**src/rtl/sap_control_sequencer_pkg.sv**
```systemverilog
// Purpose: shared opcodes, control-word layout and T-state encoding for the SAP sequencer.
// Latency: n/a (constants and types only).
// Backpressure: n/a.
package sap_ctrl_pkg;

  // Opcodes (IR upper nibble)
  localparam logic [3:0] OP_NOP = 4'b0000;
  localparam logic [3:0] OP_LDA = 4'b0001;
  localparam logic [3:0] OP_ADD = 4'b0010;
  localparam logic [3:0] OP_SUB = 4'b0011;
  localparam logic [3:0] OP_STA = 4'b0100;
  localparam logic [3:0] OP_LDI = 4'b0101;
  localparam logic [3:0] OP_JMP = 4'b0110;
  localparam logic [3:0] OP_JC  = 4'b0111;
  localparam logic [3:0] OP_JZ  = 4'b1000;
  localparam logic [3:0] OP_OUT = 4'b1110;
  localparam logic [3:0] OP_HLT = 4'b1111;

  // Control-word bit indices
  localparam int unsigned CW_HLT     = 0;
  localparam int unsigned CW_MI      = 1;
  localparam int unsigned CW_RI      = 2;
  localparam int unsigned CW_RO      = 3;
  localparam int unsigned CW_II      = 4;
  localparam int unsigned CW_IO      = 5;
  localparam int unsigned CW_AI      = 6;
  localparam int unsigned CW_AO      = 7;
  localparam int unsigned CW_BI      = 8;
  localparam int unsigned CW_ALU_EN  = 9;
  localparam int unsigned CW_ALU_SUB = 10;
  localparam int unsigned CW_OI      = 11;
  localparam int unsigned CW_CE      = 12;
  localparam int unsigned CW_CO      = 13;
  localparam int unsigned CW_J       = 14;
  localparam int unsigned CW_FI      = 15;
  localparam int unsigned CW_W       = 16;

  typedef logic [CW_W-1:0] cw_t;

  // Idle word: alu_en is an active-low output gate, so "inactive" means 1.
  localparam cw_t CW_IDLE = cw_t'(1) << CW_ALU_EN;

  // T-states
  typedef enum logic [2:0] {
    T0 = 3'd0,
    T1 = 3'd1,
    T2 = 3'd2,
    T3 = 3'd3,
    T4 = 3'd4
  } tstate_e;

  function automatic cw_t cw_bit(input int unsigned idx);
    return cw_t'(1) << idx;
  endfunction

endpackage

```
**src/rtl/sap_control_sequencer_if.sv**
```systemverilog
// Purpose: bundle between the sequencer and the IR/ALU/register datapath.
// Latency: n/a (wires only).
// Backpressure: none; control lines are level signals sampled every clock.
//  master: sequencer side (drives control lines, flags, step; reads opcode and ALU status)
//  slave : datapath side (drives opcode and ALU status; reads control lines)
interface sap_control_sequencer_if #(
  parameter int OPCODE_W = 4
);
  logic [OPCODE_W-1:0] opcode;
  logic                alu_carry;
  logic                alu_zero;

  logic hlt;
  logic mi, ri, ro;
  logic ii, io;
  logic ai, ao, bi;
  logic alu_en, alu_sub;
  logic oi, ce, co, j;
  logic fi;
  logic flag_c, flag_z;
  logic [2:0] step;

  modport master (
    input  opcode, alu_carry, alu_zero,
    output hlt, mi, ri, ro, ii, io, ai, ao, bi, alu_en, alu_sub,
           oi, ce, co, j, fi, flag_c, flag_z, step
  );

  modport slave (
    output opcode, alu_carry, alu_zero,
    input  hlt, mi, ri, ro, ii, io, ai, ao, bi, alu_en, alu_sub,
           oi, ce, co, j, fi, flag_c, flag_z, step
  );

endinterface

```
**src/rtl/sap_control_sequencer_rom.sv**
```systemverilog
// Purpose: combinational microcode: (opcode, T-state, flags) -> control word + last-step marker.
// Latency: 0 cycles (pure decode).
// Backpressure: none.
//  Ports: opcode, step, flag_c, flag_z in; cw (control word), last_step out.
module sap_microcode_rom
  import sap_ctrl_pkg::*;
#(
  parameter int OPCODE_W  = 4,
  parameter int STEPS     = 5,
  parameter bit EARLY_END = 1'b1
) (
  input  logic [OPCODE_W-1:0] opcode,
  input  tstate_e             step,
  input  logic                flag_c,
  input  logic                flag_z,
  output cw_t                 cw,
  output logic                last_step
);

  logic [3:0] op;
  tstate_e    last_t;

  assign op = 4'(opcode);

  always_comb begin
    cw = CW_IDLE;
    case (step)
      T0: cw = CW_IDLE | cw_bit(CW_CO) | cw_bit(CW_MI);
      T1: cw = CW_IDLE | cw_bit(CW_RO) | cw_bit(CW_II) | cw_bit(CW_CE);
      T2: begin
        case (op)
          OP_LDA, OP_ADD, OP_SUB, OP_STA:
            cw = CW_IDLE | cw_bit(CW_IO) | cw_bit(CW_MI);
          OP_LDI: cw = CW_IDLE | cw_bit(CW_IO) | cw_bit(CW_AI);
          OP_JMP: cw = CW_IDLE | cw_bit(CW_IO) | cw_bit(CW_J);
          OP_JC: begin
            if (flag_c) cw = CW_IDLE | cw_bit(CW_IO) | cw_bit(CW_J);
          end
          OP_JZ: begin
            if (flag_z) cw = CW_IDLE | cw_bit(CW_IO) | cw_bit(CW_J);
          end
          OP_OUT: cw = CW_IDLE | cw_bit(CW_AO) | cw_bit(CW_OI);
          OP_HLT: cw = CW_IDLE | cw_bit(CW_HLT);
          default: ;
        endcase
      end
      T3: begin
        case (op)
          OP_LDA:         cw = CW_IDLE | cw_bit(CW_RO) | cw_bit(CW_AI);
          OP_ADD, OP_SUB: cw = CW_IDLE | cw_bit(CW_RO) | cw_bit(CW_BI);
          OP_STA:         cw = CW_IDLE | cw_bit(CW_AO) | cw_bit(CW_RI);
          default: ;
        endcase
      end
      T4: begin
        // alu_sub rides in the same word as alu_en=0 so the subtract is
        // stable for the whole cycle the ALU drives the bus.
        case (op)
          OP_ADD: cw = (CW_IDLE & ~cw_bit(CW_ALU_EN)) | cw_bit(CW_AI) | cw_bit(CW_FI);
          OP_SUB: cw = (CW_IDLE & ~cw_bit(CW_ALU_EN)) | cw_bit(CW_AI) | cw_bit(CW_FI)
                       | cw_bit(CW_ALU_SUB);
          default: ;
        endcase
      end
      default: ;
    endcase
  end

  // Last step of the instruction. Conditional jumps always end at T2,
  // whether taken or not; NOP and undefined opcodes run the full count.
  always_comb begin
    last_t = tstate_e'(3'(STEPS - 1));
    if (EARLY_END) begin
      case (op)
        OP_LDA, OP_STA: last_t = T3;
        OP_ADD, OP_SUB: last_t = T4;
        OP_LDI, OP_JMP, OP_JC, OP_JZ, OP_OUT, OP_HLT: last_t = T2;
        default: ;
      endcase
    end
  end

  assign last_step = (step == last_t);

endmodule

```
**src/rtl/sap_control_sequencer.sv**
```systemverilog
// Purpose: SAP controller-sequencer; T-state counter, halt latch and carry/zero flags around the microcode ROM.
// Latency: control lines are combinational from registered state; flags update on the edge ending an fi cycle.
// Backpressure: none; advances every clock until halted, only rst leaves halt.
//  Ports: clk, rst (async, active-high); bus (master modport) carries opcode/ALU status in,
//  all control lines, flag_c/flag_z and debug step out.
module sap_control_sequencer
  import sap_ctrl_pkg::*;
#(
  parameter int OPCODE_W  = 4,
  parameter int STEPS     = 5,
  parameter bit EARLY_END = 1'b1
) (
  input logic                    clk,
  input logic                    rst,
  sap_control_sequencer_if.master bus
);

  tstate_e step_q, step_d;
  logic    halted_q, halted_d;
  logic    flag_c_q, flag_c_d;
  logic    flag_z_q, flag_z_d;
  cw_t     rom_cw;
  logic    rom_last;
  cw_t     cw_out;

  sap_microcode_rom #(
    .OPCODE_W  (OPCODE_W),
    .STEPS     (STEPS),
    .EARLY_END (EARLY_END)
  ) u_rom (
    .opcode    (bus.opcode),
    .step      (step_q),
    .flag_c    (flag_c_q),
    .flag_z    (flag_z_q),
    .cw        (rom_cw),
    .last_step (rom_last)
  );

  always_ff @(posedge clk or posedge rst) begin
    if (rst) begin
      step_q   <= T0;
      halted_q <= 1'b0;
      flag_c_q <= 1'b0;
      flag_z_q <= 1'b0;
    end else begin
      step_q   <= step_d;
      halted_q <= halted_d;
      flag_c_q <= flag_c_d;
      flag_z_q <= flag_z_d;
    end
  end

  // Next state. HLT's T2 edge latches halt and leaves step parked at T2.
  always_comb begin
    step_d   = step_q;
    halted_d = halted_q;
    flag_c_d = flag_c_q;
    flag_z_d = flag_z_q;
    if (!halted_q) begin
      if (rom_cw[CW_HLT]) begin
        halted_d = 1'b1;
      end else if (rom_last) begin
        step_d = T0;
      end else begin
        step_d = tstate_e'(step_q + 3'd1);
      end
      if (rom_cw[CW_FI]) begin
        flag_c_d = bus.alu_carry;
        flag_z_d = bus.alu_zero;
      end
    end
  end

  // Reset must idle the lines immediately: step=0 would otherwise decode
  // as a T0 fetch while rst is still held.
  always_comb begin
    cw_out = rom_cw;
    if (rst) begin
      cw_out = CW_IDLE;
    end else if (halted_q) begin
      cw_out = CW_IDLE | cw_bit(CW_HLT);
    end
  end

  assign bus.hlt     = cw_out[CW_HLT];
  assign bus.mi      = cw_out[CW_MI];
  assign bus.ri      = cw_out[CW_RI];
  assign bus.ro      = cw_out[CW_RO];
  assign bus.ii      = cw_out[CW_II];
  assign bus.io      = cw_out[CW_IO];
  assign bus.ai      = cw_out[CW_AI];
  assign bus.ao      = cw_out[CW_AO];
  assign bus.bi      = cw_out[CW_BI];
  assign bus.alu_en  = cw_out[CW_ALU_EN];
  assign bus.alu_sub = cw_out[CW_ALU_SUB];
  assign bus.oi      = cw_out[CW_OI];
  assign bus.ce      = cw_out[CW_CE];
  assign bus.co      = cw_out[CW_CO];
  assign bus.j       = cw_out[CW_J];
  assign bus.fi      = cw_out[CW_FI];
  assign bus.flag_c  = flag_c_q;
  assign bus.flag_z  = flag_z_q;
  assign bus.step    = step_q;

endmodule
```
**src/flat_wrapper.sv**
```systemverilog
// flat-port wrapper written by rule: the top's interface ports become plain ports
module sap_control_sequencer_flat import sap_ctrl_pkg::*;
#(
  parameter int OPCODE_W  = 4,
  parameter int STEPS     = 5,
  parameter bit EARLY_END = 1'b1
)
  (clk, rst, bus_opcode, bus_alu_carry, bus_alu_zero, bus_hlt, bus_mi, bus_ri, bus_ro, bus_ii, bus_io, bus_ai, bus_ao, bus_bi, bus_alu_en, bus_alu_sub, bus_oi, bus_ce, bus_co, bus_j, bus_fi, bus_flag_c, bus_flag_z, bus_step);
  sap_control_sequencer_if #(.OPCODE_W(OPCODE_W)) bus_i ();
  input logic clk;
  input logic rst;
  input wire logic [$bits(bus_i.opcode)-1:0] bus_opcode;
  input wire logic [$bits(bus_i.alu_carry)-1:0] bus_alu_carry;
  input wire logic [$bits(bus_i.alu_zero)-1:0] bus_alu_zero;
  output wire logic [$bits(bus_i.hlt)-1:0] bus_hlt;
  output wire logic [$bits(bus_i.mi)-1:0] bus_mi;
  output wire logic [$bits(bus_i.ri)-1:0] bus_ri;
  output wire logic [$bits(bus_i.ro)-1:0] bus_ro;
  output wire logic [$bits(bus_i.ii)-1:0] bus_ii;
  output wire logic [$bits(bus_i.io)-1:0] bus_io;
  output wire logic [$bits(bus_i.ai)-1:0] bus_ai;
  output wire logic [$bits(bus_i.ao)-1:0] bus_ao;
  output wire logic [$bits(bus_i.bi)-1:0] bus_bi;
  output wire logic [$bits(bus_i.alu_en)-1:0] bus_alu_en;
  output wire logic [$bits(bus_i.alu_sub)-1:0] bus_alu_sub;
  output wire logic [$bits(bus_i.oi)-1:0] bus_oi;
  output wire logic [$bits(bus_i.ce)-1:0] bus_ce;
  output wire logic [$bits(bus_i.co)-1:0] bus_co;
  output wire logic [$bits(bus_i.j)-1:0] bus_j;
  output wire logic [$bits(bus_i.fi)-1:0] bus_fi;
  output wire logic [$bits(bus_i.flag_c)-1:0] bus_flag_c;
  output wire logic [$bits(bus_i.flag_z)-1:0] bus_flag_z;
  output wire logic [$bits(bus_i.step)-1:0] bus_step;
  assign bus_i.opcode = bus_opcode;
  assign bus_i.alu_carry = bus_alu_carry;
  assign bus_i.alu_zero = bus_alu_zero;
  assign bus_hlt = bus_i.hlt;
  assign bus_mi = bus_i.mi;
  assign bus_ri = bus_i.ri;
  assign bus_ro = bus_i.ro;
  assign bus_ii = bus_i.ii;
  assign bus_io = bus_i.io;
  assign bus_ai = bus_i.ai;
  assign bus_ao = bus_i.ao;
  assign bus_bi = bus_i.bi;
  assign bus_alu_en = bus_i.alu_en;
  assign bus_alu_sub = bus_i.alu_sub;
  assign bus_oi = bus_i.oi;
  assign bus_ce = bus_i.ce;
  assign bus_co = bus_i.co;
  assign bus_j = bus_i.j;
  assign bus_fi = bus_i.fi;
  assign bus_flag_c = bus_i.flag_c;
  assign bus_flag_z = bus_i.flag_z;
  assign bus_step = bus_i.step;
  sap_control_sequencer #(.OPCODE_W(OPCODE_W), .STEPS(STEPS), .EARLY_END(EARLY_END)) u_core (.clk(clk), .rst(rst), .bus(bus_i));
endmodule
```
**config.mk**
```make
export PLATFORM = sky130hd
export DESIGN_NAME = sap_control_sequencer_flat
export DESIGN_NICKNAME = d
export VERILOG_FILES = /design/src/rtl/sap_control_sequencer_pkg.sv /design/src/rtl/sap_control_sequencer_if.sv /design/src/rtl/sap_control_sequencer_rom.sv /design/src/rtl/sap_control_sequencer.sv /design/src/flat_wrapper.sv
export SDC_FILE = /design/constraint.sdc
export NUM_CORES = 1
export LEC_CHECK = 0
export ABC_AREA = 1
export ABC_CLOCK_PERIOD_IN_PS = 1610
export CAP_MARGIN = 20
export CORE_MARGIN = 5
export CORE_UTILIZATION = 38
export CTS_BUF_LIST = sky130_fd_sc_hd__clkbuf_16
export DETAILED_ROUTE_END_ITERATION = 6
export GPL_TIMING_DRIVEN = 0
export PLACE_DENSITY = 0.74
export SLEW_MARGIN = 0
export SYNTH_ARGS = -nofsm -noshare
export SYNTH_HDL_FRONTEND = slang
export SYNTH_SLANG_ARGS = --single-unit
```
**constraint.sdc**
```tcl
create_clock -name clk -period 1.61 [get_ports clk]
set_input_delay 0.2415 -clock clk [delete_from_list [all_inputs] [get_ports clk]]
set_output_delay 0.2415 -clock clk [all_outputs]
set_load 0.01 [all_outputs]
```
**After elaboration in Yosys (flattened, before gate mapping)**

Cells that the tools add are included.

- Equal/unequal tests: 15
- Reduce and logical (&&, ||, !) cells: 7
- Add/subtract/negate cells: 1
- Mux-type cells: 12
- Bitwise operators: 2

Operator list:

| kind | number |
|---|---|
| $pmux W15 S7 | 1 |
| $pmux W16 S5 | 1 |
| $mux W16 | 2 |
| $pmux W16 S2 | 1 |
| $mux W15 | 2 |
| $pmux W9 S3 | 1 |
| $eq A4 B3 Y1 const B | 4 |
| $eq A4 B4 Y1 const B | 3 |
| $eq A4 B2 Y1 const B | 2 |
| $eq A3 B2 Y1 const B | 2 |
| $pmux W3 S2 | 1 |
| $reduce_or A6 Y1 | 1 |
| $eq A4 B1 Y1 const B | 1 |
| $reduce_and A2 Y1 | 2 |
| $reduce_or A2 Y1 | 2 |
| $reduce_or A4 Y1 | 1 |
| $add A3 B1 Y3 const B | 1 |
| $eq A3 B1 Y1 const B | 1 |
| $eq A3 B3 Y1 | 1 |
| $eq A3 B3 Y1 const B | 1 |
| $logic_not A3 Y1 | 1 |
| $mux W3 | 1 |
| $mux W1 | 2 |
| $not A1 Y1 | 2 |

- Logic and storage cells: 41
- Output and inout bits: 21
- Register bits after elaboration: 6

**Longest topological paths before layout**

- Depth after elaboration: 6
- Depth in mapped cells: 11
- Gate-level depth less buffers: 11

**By module**

Synthesis repeated with hierarchy kept, for this count alone.

- Cell total of the unflattened synthesis: 136
- Area total of the unflattened synthesis: 794.5 um^2

Modules (own cells, without submodules):

| module | cells each | seq. area each (um^2) | area an instance (um^2) | instances |
|---|---|---|---|---|
| sap_control_sequencer | 68 | 150.1 | 486.7 | 1 |
| sap_microcode_rom | 68 | 0.0 | 307.8 | 1 |

**Worst setup path after synthesis**

OpenSTA, ideal clock, no wires.

- Path type: register to output
- From: reg u_core.step_q[0], in the netlist u_core.bus.step[0]
- To: out bus_bi
- Data required time: 1368 ps
- Stages on the path, launching flop included: 11
- Arrival time: 1450 ps
- Slack: -81 ps
- Path buffers: 0
- Cells stage by stage: dfrtp_1 inv_1 ha_1 inv_1 nor2_2 inv_1 nand2_1 nor3_2 nor2_2 nand2_2 nor2_1

- Word-level cells in the longest chain between the ends: 4
- Elaborated cells between the ends (all ways): 8
- Those cells by class: 4 x eq/ne; 3 x mux; 1 x reduce/logical

Ends and longest elaborated chain:

| element | RTL line | text |
|---|---|---|
| start, declared | sap_control_sequencer.sv:18 | `tstate_e step_q, step_d;` |
| start signal, assigned | sap_control_sequencer.sv:46 | `step_q <= step_d;` |
| $eq A3 B3 Y1, or another cell as far along | sap_control_sequencer_rom.sv:27 | `case (step)` |
| $pmux W16 S5 * | sap_control_sequencer_rom.sv:27 |  |
| $mux W16 * | sap_control_sequencer.sv:80 | `end else if (halted_q) begin` |
| $mux W16 * | sap_control_sequencer.sv:78 | `if (rst) begin` |
| end, declared | flat_wrapper.sv:23 | `output wire logic [$bits(bus_i.bi)-1:0] bus_bi;` |

Mark *: on every way between the ends. The rest lies on a longest branch, timed or not.

**Worst setup path in the final report**

- From: reg u_core.step_q[0], in the netlist u_core.bus.step[0]
- To: out bus_ao

- Word-level cells in the longest chain between the ends: 4
- Elaborated cells between the ends (all ways): 8
- Those cells by class: 4 x eq/ne; 3 x mux; 1 x reduce/logical

Ends and longest elaborated chain:

| element | RTL line | text |
|---|---|---|
| $eq A3 B3 Y1, or another cell as far along | sap_control_sequencer_rom.sv:27 |  |
| $pmux W16 S5 * | sap_control_sequencer_rom.sv:27 |  |
| $mux W16 * | sap_control_sequencer.sv:80 |  |
| $mux W16 * | sap_control_sequencer.sv:78 |  |
| end, declared | flat_wrapper.sv:22 | `output wire logic [$bits(bus_i.ao)-1:0] bus_ao;` |

Marks and branches as above.

==> metrics.yaml <==
logic_synthesis:
  synth.net_count: 135
  yosys_warnings: 0
  synth.yosys.seq_area_share_pct: 20.5
  synth_compound_area_share_pct: 8.38
  syn_inst: 122
  synth_area_um2: 732
  synth_top_family_by_area: "simple AND/OR/NAND/NOR gates"
  yosys-mux-area-fraction_pct: 0
  ys_ff_latch: 6
  synth_fa_ha_area_share_pct: 8.55
  avgSynthCellArea_um2: 6.00
  yosys.area_share.simple_pct: 49.7
  yosysUniqueCellTypes: 20
  synth-xor-area-share_pct: 0
global_route:
  grt_pass1_vias: 984
  antenna_found_initial: 0
  grt_pass1_wl_um: 4180
  track_usage_pct: 19.1
  grt-ovfl-total: 0
  grt_max_degree: 8
clocking:
  cts_buffer_depth: 2
  cts_tree: "built"
  h-tree-depth: 1
  clockRootBuffer: "clkbuf_16"
  cts.reportedPaths.clkPinSlew_ns: 0.03
  clkLatencyLatePin_ns: 0.23
  numCtsBuffers: 3
  cts.sinks: 6
detailed_routing:
  route.detailed.drc: 0
  first_pass_iters: 4
  drtAntennaViolNets: 0
  drt_iter0_markers: 35
  drt_wl_total_um: 2520
  wl_per_cell_um: 12.8
  vias: 956
  viasPerCell: 4.85
pwr:
  clockPowerShare_pct: 63.7
  pwr-share-comb_pct: 12.5
  p_seq_share_pct: 23.8
  cellPowerDensity_mw_per_mm2: 481
  p_int_uw: 500
  p_leak_uw: 0.000678
  power.switching_uw: 136
  totalPowerFinal_uw: 636
  irDropWorstVdd_mv: 1.07
  sw_frac_of_total_pct: 21.4
worst_setup_path:
  end_kind: "primary output"
  critPathRequiredTime_ns: 1.37
  worstPathMaxFanout: 4
  cp.arrival_ns: 1.66
  cp-start-kind: "register"
  worstSetupPathType: "register to primary output"
sta:
  period_share_pct: 118
  period_minus_slack_ns: 1.90
  setup_slack_ns: -0.291
  tightest_slew_ns: 0.328
  slew_violations: 0
  max_freq_mhz: 526
  fin_worst_skew_ns: 0.000707
  setup-violations-final: 16
  rsz0062_at_grt: "yes"
  hold_violations: 0
  slew_headroom_pct: 77.9
placed_design:
  pre_cts_ws_ns: -0.788
  dp_hpwl_um: 1650
  gp_congestion: 0.880
  portBuffers: 28
layout:
  fin_util_pct: 74.2
  nets: 186
  nFillCells: 137
  synthToLayoutAreaGrowth_pct: 80.9
  antennaDiodeCount: 0
  drive_above_1_share_pct: 52.9
run_status:
  violations: "setup timing"
  status: "finished with violations"
die:
  initial_core_util_pct: 41.1
  floorplan.die.width_um: 53.9
  die_area_mm2: 0.00290
  core_mm2: 0.00178
  ioPinCount: 29
  die-height_um: 53.9
  rows: 15
min_path:
  hold_class: "input port to async pin"
run:
  drv_cap: 0
==> per-layer routing <==
| metal | GRT usage [%] | share of wire, % | wire, um | vias to the layer above |
|---|---|---|---|---|
| met5 | 0 | 0 | 0 | - |
| met4 | 5.53 | 0.87 | 22 | 0 |
| met3 | 4.99 | 5.7 | 144 | 2 |
| met2 | 36.5 | 55 | 1380 | 30 |
| met1 | 20.0 | 39 | 973 | 450 |
| li1 | - | - | - | 474 |
==> critical path: stages, from the launching register on <==
cell and delay [ns]:
dfrtp_2 0.43, inv_4 0.08, ha_4 0.12, inv_2 0.04, nor2_4 0.08, inv_2 0.05
nand2_2 0.07, nor3_2 0.04, nor2_2 0.14, nand2_2 0.12, o21ai_2 0.12, buf_2 0.14
==> timing repair <==
action | CTS | global route
endpoints found under the setup margin | 16 | 19
pin swaps | 13 | 6
buffers inserted | 14 | 4
endpoints found under the hold margin | 0 | 0
gates resized for setup | 86 | 20
hold buffers | 0 | 0
==> metrics by stage <==
step / hold slack, ns / TNS [ns] / std cells / cell area, um^2
6_report: 0.173 / -3.62 / 197 / 1320
5_1_grt: 0.213 / -5.07 / 197 / 1320
4_1_cts: 0.162 / -3.54 / 193 / 1250
3_5_place_dp: 0.497 / -10.39 / 175 / 1070
3_3_place_gp: 0.492 / -10.04 / 175 / 1070
2_1_floorplan: 0.0323 / -0.0595 / 122 / 759
==> power groups by stage <==
stage / combinational [uW] / clock (uW) / sequential [uW]
after floorplan: 39.7 / 0 / 154
after global placement: 73.7 / 0 / 154
after detailed placement: 75.7 / 0 / 154
after CTS: 72.6 / 410 / 152
after global routing: 88.6 / 425 / 152
final: 79.4 / 405 / 152
==> Yosys cell counts <==
library cell	instances	area [um^2]
nand4_1	2	12.5
o22ai_1	1	6.26
buf_4	1	7.51
nand2_2	5	31.3
nand2_1	35	131
nor3_2	2	20.0
o21bai_2	1	11.3
nand3_1	6	30.0
nor2_4	1	11.3
nor3_1	4	20.0
inv_1	18	67.6
dfrtp_1	6	150
a21oi_1	5	25.0
ha_1	5	62.6
nor2_1	16	60.1
nor2_2	5	31.3
o21ai_2	1	8.76
o21ai_0	2	10.0
inv_2	5	18.8
nor3_4	1	16.3
==> layout make-up <==
cell class	count	area [um^2]	share of cell area (%)
multi-input combinational	92	616	46.5
sequential	6	154	11.6
tap	25	31.3	2.36
inverter	23	93.8	7.09
timing repair buffer	46	343	25.9
clock inverter	1	3.75	0.284
clock buffer	3	75.1	5.67
buffer	1	7.51	0.567
==> worst paths after layout <==
path                                     from  slack, ns  depth (start not counted)            endpoint
hold / removal                            rst       0.17                          2   u_core.bus.flag_c
min in group clk            u_core.bus.flag_c       0.52                          2   u_core.bus.flag_c
setup reg to reg           u_core.bus.step[0]      -0.28                         12   u_core.bus.flag_z
hold reg to reg             u_core.bus.flag_c       0.52                          2   u_core.bus.flag_c
setup / recovery           u_core.bus.step[0]      -0.29                         11              bus_ao
max in group asynchronous                 rst       1.22                          2  u_core.bus.step[0]
==> placed cells by master, fill, tap and decap left out <==
cell / n
nand2_1: 31
nor3_1: 2
ha_4: 3
nand3_4: 1
inv_1: 13
dfrtp_2: 3
o21bai_2: 1
a21oi_1: 2
ha_2: 2
o21ai_1: 2
nand3_1: 4
nand4_1: 2
buf_2: 14
buf_4: 19
nor2_4: 3
o21ai_2: 1
nand2_2: 8
clkbuf_16: 3
nor3_4: 2
inv_2: 8
o22ai_1: 1
nor3_2: 3
inv_4: 3
nor2_1: 10
buf_6: 3
a21oi_2: 3
nand2_4: 1
clkdlybuf4s50_1: 6
nor2_2: 9
dfrtp_1: 3
dlygate4sd2_1: 5
nand3_2: 1
==> registers in the layout, summed over array words and instances (netlist names) <==
register,count
u_core.halted_q,1
u_core.bus.step,3
u_core.bus.flag_c,1
u_core.bus.flag_z,1
==> cell families (layout without fill, tap and decap cells) <==
logic type | after synthesis | count (layout)
compound gates | 10 | 10
simple gates | 77 | 77
fa+ha+maj | 5 | 5
buf+inv | 24 | 74
flops | 6 | 6
Note: power is estimated with default switching activity, not from simulation.
